$ cat src/rtl/pong_pkg.sv
// Shared types and helpers for the pong score/match logic.
package pong_pkg;

    typedef enum logic {
        ST_PLAY,
        ST_WON
    } state_t;

    localparam int SCORE_WIDTH_DEF = 4;

    // ceil(log2(n)), but never below 1 so single-entry indices still get a bit
    function automatic int clog2_min1(input int n);
        int unsigned r;
        r = 0;
        while ((1 << r) < n) r++;
        return (r < 1) ? 1 : int'(r);
    endfunction

endpackage

$ cat src/rtl/point_edge_detect.sv
// Rising-edge detector for level-style point requests, with multi-hot flag.
module point_edge_detect #(
    parameter int WIDTH = 2
) (
    input  logic             clock,
    input  logic             reset,
    input  logic [WIDTH-1:0] level,
    output logic [WIDTH-1:0] rise,
    output logic             multi
);

    logic [WIDTH-1:0] prev;

    // prev also captures the live level during reset, so a request held
    // through reset is not seen as an edge afterwards.
    always_ff @(posedge clock) begin
        prev <= level;
    end

    always_comb begin
        rise  = reset ? '0 : (level & ~prev);
        multi = |(rise & (rise - WIDTH'(1)));
    end

endmodule

$ cat src/rtl/score_keeper.sv
// N-player score and match controller: saturating scores, win-by margin,
// serve rotation and PLAY/WON tracking.
module score_keeper
    import pong_pkg::*;
#(
    parameter  int NUM_PLAYERS = 2,
    parameter  int SCORE_WIDTH = SCORE_WIDTH_DEF,
    parameter  int WIN_SCORE   = 11,
    parameter  int WIN_BY      = 2,
    parameter  int SERVE_EVERY = 2,
    localparam int IDX_W       = clog2_min1(NUM_PLAYERS)
) (
    input  logic                               clock,
    input  logic                               reset,
    input  logic [NUM_PLAYERS-1:0]             point_in,
    input  logic                               restart,
    output logic [NUM_PLAYERS*SCORE_WIDTH-1:0] scores,
    output logic                               game_over,
    output logic [IDX_W-1:0]                   winner,
    output logic [IDX_W-1:0]                   server,
    output logic                               point_accepted,
    output logic                               collision
);

    localparam int SMAX  = (1 << SCORE_WIDTH) - 1;
    localparam int CNT_W = clog2_min1(SERVE_EVERY);

    localparam logic [SCORE_WIDTH-1:0] SMAX_V    = SCORE_WIDTH'(SMAX);
    localparam logic [SCORE_WIDTH-1:0] WIN_V     = SCORE_WIDTH'(WIN_SCORE);
    localparam logic [SCORE_WIDTH-1:0] DEUCE_V   = SCORE_WIDTH'(WIN_SCORE - 1);
    localparam logic signed [SCORE_WIDTH:0] WIN_BY_V = (SCORE_WIDTH+1)'(WIN_BY);
    localparam logic [CNT_W-1:0]       CNT_LAST  = CNT_W'(SERVE_EVERY - 1);
    localparam logic [IDX_W-1:0]       SRV_LAST  = IDX_W'(NUM_PLAYERS - 1);

    if (NUM_PLAYERS < 2 || NUM_PLAYERS > 8) begin : g_bad_players
        $error("score_keeper: NUM_PLAYERS must be 2..8");
    end
    if (WIN_SCORE < 1 || WIN_SCORE > SMAX) begin : g_bad_win
        $error("score_keeper: WIN_SCORE must be 1..2^SCORE_WIDTH-1");
    end
    if (WIN_BY < 1 || SERVE_EVERY < 1) begin : g_bad_margin
        $error("score_keeper: WIN_BY and SERVE_EVERY must be >= 1");
    end

    logic [NUM_PLAYERS-1:0] rise;
    logic                   multi;

    point_edge_detect #(
        .WIDTH(NUM_PLAYERS)
    ) u_edge (
        .clock (clock),
        .reset (reset),
        .level (point_in),
        .rise  (rise),
        .multi (multi)
    );

    state_t                                state_q, state_d;
    logic [NUM_PLAYERS-1:0][SCORE_WIDTH-1:0] score_q, score_d;
    logic [IDX_W-1:0]                      server_q, server_d;
    logic [IDX_W-1:0]                      winner_q, winner_d;
    logic [CNT_W-1:0]                      cnt_q, cnt_d;
    logic                                  accepted_q, accepted_d;
    logic                                  collision_q, collision_d;

    logic [IDX_W-1:0]       idx;
    logic [SCORE_WIDTH-1:0] cur, s_p, best_other;
    logic signed [SCORE_WIDTH:0] lead;
    logic                   at_cap, win, deuce;

    // Candidate update for the single rising player; only used when one bit rose.
    always_comb begin
        idx = '0;
        for (int unsigned i = 0; i < NUM_PLAYERS; i++) begin
            if (rise[i]) idx = IDX_W'(i);
        end

        cur    = score_q[idx];
        at_cap = (cur == SMAX_V);
        s_p    = at_cap ? cur : cur + SCORE_WIDTH'(1);

        best_other = '0;
        deuce      = (s_p >= DEUCE_V);
        for (int unsigned i = 0; i < NUM_PLAYERS; i++) begin
            if (IDX_W'(i) != idx) begin
                if (score_q[i] > best_other) best_other = score_q[i];
                if (score_q[i] < DEUCE_V)    deuce      = 1'b0;
            end
        end

        lead = $signed({1'b0, s_p}) - $signed({1'b0, best_other});
        win  = at_cap || ((s_p >= WIN_V) && (lead >= WIN_BY_V));
    end

    always_comb begin
        state_d     = state_q;
        score_d     = score_q;
        server_d    = server_q;
        winner_d    = winner_q;
        cnt_d       = cnt_q;
        accepted_d  = 1'b0;
        collision_d = 1'b0;

        if (restart) begin
            state_d  = ST_PLAY;
            score_d  = '0;
            server_d = '0;
            winner_d = '0;
            cnt_d    = '0;
        end else if (state_q == ST_PLAY) begin
            if (multi) begin
                collision_d = 1'b1;
            end else if (|rise) begin
                accepted_d   = 1'b1;
                score_d[idx] = s_p;
                if (win) begin
                    state_d  = ST_WON;
                    winner_d = idx;
                end else if (deuce || (cnt_q == CNT_LAST)) begin
                    cnt_d    = '0;
                    server_d = (server_q == SRV_LAST) ? '0 : server_q + IDX_W'(1);
                end else begin
                    cnt_d = cnt_q + CNT_W'(1);
                end
            end
        end
    end

    always_ff @(posedge clock) begin
        if (reset) begin
            state_q     <= ST_PLAY;
            score_q     <= '0;
            server_q    <= '0;
            winner_q    <= '0;
            cnt_q       <= '0;
            accepted_q  <= 1'b0;
            collision_q <= 1'b0;
        end else begin
            state_q     <= state_d;
            score_q     <= score_d;
            server_q    <= server_d;
            winner_q    <= winner_d;
            cnt_q       <= cnt_d;
            accepted_q  <= accepted_d;
            collision_q <= collision_d;
        end
    end

    assign scores         = score_q;
    assign game_over      = (state_q == ST_WON);
    assign winner         = winner_q;
    assign server         = server_q;
    assign point_accepted = accepted_q;
    assign collision      = collision_q;

endmodule
$ cat config.mk
export PLATFORM = sky130hd
export DESIGN_NAME = score_keeper
export DESIGN_NICKNAME = d
export VERILOG_FILES = /design/src/rtl/pong_pkg.sv /design/src/rtl/point_edge_detect.sv /design/src/rtl/score_keeper.sv
export SDC_FILE = /design/constraint.sdc
export NUM_CORES = 1
export LEC_CHECK = 0
export ABC_AREA = 1
export CORE_UTILIZATION = 40
export CTS_CLUSTER_SIZE = 10
export DETAILED_ROUTE_END_ITERATION = 16
export GPL_TIMING_DRIVEN = 0
export PLACE_DENSITY = 0.63
export SYNTH_ARGS = -nofsm -noshare
export SYNTH_HDL_FRONTEND = slang
export SYNTH_SLANG_ARGS = --single-unit
$ cat constraint.sdc
create_clock -name clock -period 5.26 [get_ports clock]
set_input_delay 1.315 -clock clock [delete_from_list [all_inputs] [get_ports clock]]
set_output_delay 1.315 -clock clock [all_outputs]
set_load 0.01 [all_outputs]
==> impl_metrics.csv <==
group,metric,value,unit
clocking,cts_tree,"done",
timing,setup_viol,0,
placement,hpwl,2400,µm
floorplanning,core_region_area,0.00285,mm²
detailed_routing,drcViolationCount,0,
yosys,synth_area,0.00125,mm²
placement,place_area,0.00146,mm²
grt,grt_max_degree,11,
setup_path,crit_required,5.46,ns
timing,final.period_utilization,92.9,%
detailed_routing,vias_per_cell,5.11,
power,pwr_density_cell,178,mW/mm²
setup_path,crit_fanout,10,
clocking,cts_root_buf,"clkbuf_4",
timing,tightest_slew,0.431,ns
final_layout,final_common_cell,"nand2_1",
setup_path,cp_slowest_cell,"clkdlybuf4s50_1",
timing,hold_viol_final,0,
grt,grt_pass1_wl,5220,µm
final_layout,fin_nets,222,
power,leakage,0.674,nW
yosys,synth_seq_area_share,25.7,%
power,internal-power,0.189,mW
hold_path,hp-class,"flop to flop",
clocking,cts_num_sinks,16,
placement,portBuffers,17,
detailed_routing,wl_per_cell,12.1,µm
setup_path,path_cells,"clkdlybuf4s50_1, inv_4, nand3_2, buf_6, clkinvlp_4, nand2_1, ha_1, a21oi_1, o21ai_0, o21ai_1, o31ai_2, inv_1, fa_1, or2_2, a21oi_1, nand3b_1, nand2_1, inv_1, nand3_2, nand4_2, nor2_1, nor2_2",
clocking,clkLatencyLatePin,0.29,ns
detailed_routing,drt_iter0_drc,43,
yosys,syn_inst,185,
final_layout,final_area,0.00150,mm²
floorplanning,dieArea,0.00335,mm²
setup_path,startpoint_type,"primary input",
hold_path,min_from,"winner$_SDFFE_PP0P_",
setup_path,critPathKind,"primary input to flop",
final_layout,postLayoutCoreUtil,52.6,%
final_layout,final_cell_mix,"nand2_1 (37), inv_1 (32), clkdlybuf4s50_1 (17)",
floorplanning,die_w,57.8,µm
setup_path,cp-end-kind,"flop",
yosys,ys_warn_count,0,
timing,finalMaxSlewViolations,0,
power,p_comb_share,21.8,%
final_layout,diodes,0,
timing,clock_skew,0.000613,ns
grt,antenna_found_initial,0,
detailed_routing,vias,1212,
final_layout,nFillCells,310,
power,clock_power_share,30.6,%
yosys,synthDistinctLibCells,28,
detailed_routing,first_pass_iters,4,
grt,grt_pass1_vias,1232,
detailed_routing,dr.max_layer_used,"met4",
clocking,clockBufferDepth,2,
floorplanning,die_y,57.8,µm
power,ir_worst_vdd,122,µV
floorplanning,rows,19,
detailed_routing,met2WireLength,1420,µm
detailed_routing,route.met3.wl,100,µm
power,switchingPower,0.0789,mW
timing,min_period,4.88,ns
setup_path,max_stage_delay,0.46,ns
clocking,cts_hold_buf,0,
final_layout,area_delta_synth_final,20.4,%
detailed_routing,ant_nets,0,
power,seqPwrFrac,47.6,%
setup_path,arrival,5.08,ns
timing,rsz0062_at_grt,"no",
clocking,htreeDepth,1,
final_layout,drive_above_1_share,17.5,%
timing,fmaxAchievable,205,MHz
detailed_routing,routed_wl,2870,µm
clocking,clk_pin_slew,0.09,ns
setup_path,rrSetupSlack,1.59,ns
power,swShare,29.5,%
yosys,synthesis.nets,200,
setup_path,worstReg2RegStart,"u_edge.prev[1]$_DFF_P_",
grt,grt.overflow.total,0,
outcome,status,"complete, no violations",
timing,maxSlewHeadroom,71.2,%
detailed_routing,wl_met1,1320,µm
floorplanning,start_util,43.7,%
floorplanning,ios,18,
placement,routabilityCongestion,0.910,
yosys,avgSynthCellArea,6.74,µm²
clocking,numCtsBuffers,3,
setup_path,startpoint,"reset",
run,cap_violations,0,
yosys,ys_seq_elements,16,
grt,grtUsageTotal,19.7,%
-- sequential cells by signal, summed over array words and instances (netlist names) --
register,flops
cnt_q,1
collision,1
point_accepted,1
game_over,1
u_edge.prev,2
scores,8
winner,1
server,1
-- metrics by stage --
stage | std cells | setup WS (ns) | setup TNS, ns | total power, mW | hold slack [ns]
global placement | 233 | 0.0546 | 0 | 0.187 | 0.450
finish | 237 | 0.375 | 0 | 0.268 | 0.465
floorplan | 185 | 1.05 | 0 | 0.171 | 0.445
detailed placement | 233 | -0.0506 | -0.0646 | 0.188 | 0.455
global route | 237 | 0.0357 | 0 | 0.282 | 0.501
CTS | 237 | 0.251 | 0 | 0.271 | 0.472
-- final timing paths --
path | endpoint | cells after the start
setup / recovery | server$_SDFFE_PP0P_ | 22
hold reg to reg | winner$_SDFFE_PP0P_ | 2
setup reg to reg | server$_SDFFE_PP0P_ | 21
hold / removal | winner$_SDFFE_PP0P_ | 2
-- power by group through the flow --
stage	registers, mW	clock network (mW)	logic [mW]
floorplan	0.131	0	0.0400
global placement	0.130	0	0.0564
detailed placement	0.130	0	0.0581
CTS	0.128	0.0849	0.0582
global route	0.128	0.0870	0.0668
finish	0.128	0.0819	0.0584
-- synth_stat cells --
cell,n,area [µm²]
a21o_1,1,7.51
a21oi_1,14,70.1
a21oi_2,1,8.76
buf_6,1,11.3
dfxtp_1,16,320
fa_1,1,20.0
ha_1,9,113
inv_1,33,124
inv_2,6,22.5
inv_4,1,6.26
nand2_1,37,139
nand2_2,10,62.6
nand2_4,2,22.5
nand3_1,14,70.1
nand3_2,3,30.0
nand3_4,1,17.5
nand3b_1,1,7.51
nand4_2,1,12.5
nor2_1,11,41.3
nor2_2,1,6.26
nor2_4,1,11.3
nor3_1,1,5.00
o211ai_1,1,7.51
o21ai_0,12,60.1
o22ai_1,1,6.26
o31ai_1,3,22.5
or2_2,1,6.26
xor2_2,1,16.3
-- layout make-up --
| type | count | area [µm²] | area share (%) |
|---|---|---|---|
| inverters | 40 | 156 | 10.4 |
| well taps | 31 | 38.8 | 2.58 |
| clock buffers | 4 | 36.3 | 2.42 |
| multi-input cells | 128 | 768 | 51.2 |
| flip-flops and latches | 16 | 320 | 21.3 |
| repair buffers | 17 | 170 | 11.3 |
| plain buffers | 1 | 11.3 | 0.750 |
-- repair_timing --
item                       in CTS  in global routing
setup buffers                   0                  0
gates resized for setup         0                  3
setup endpoints to repair       0                  4
-- routing by layer --
| metal | GRT usage [%] | vias to the layer above |
|---|---|---|
| met5 | 0 | - |
| met4 | 5.10 | 0 |
| met3 | 1.79 | 5 |
| met2 | 35.3 | 18 |
| met1 | 25.5 | 556 |
| li1 | - | 633 |
-- logic make-up after synthesis --
group / Yosys count / share of synthesized area [%]
simple gates: 84 / 34.6
buf+inv: 41 / 13.1
flops: 16 / 25.7
fa+ha+maj: 10 / 10.6
compound gates: 33 / 14.6
xor+xnor: 1 / 1.30
-- worst max-delay path, delay by kind of cell --
kind                       cells  cell delay, ns
AOI/OAI and AO/OA              5            0.86
adders and majority gates      2            0.73
buffers and inverters          6            1.07
and+or+nand+nor                9            1.09
No activity file was read; power rests on OpenSTA's default activity.
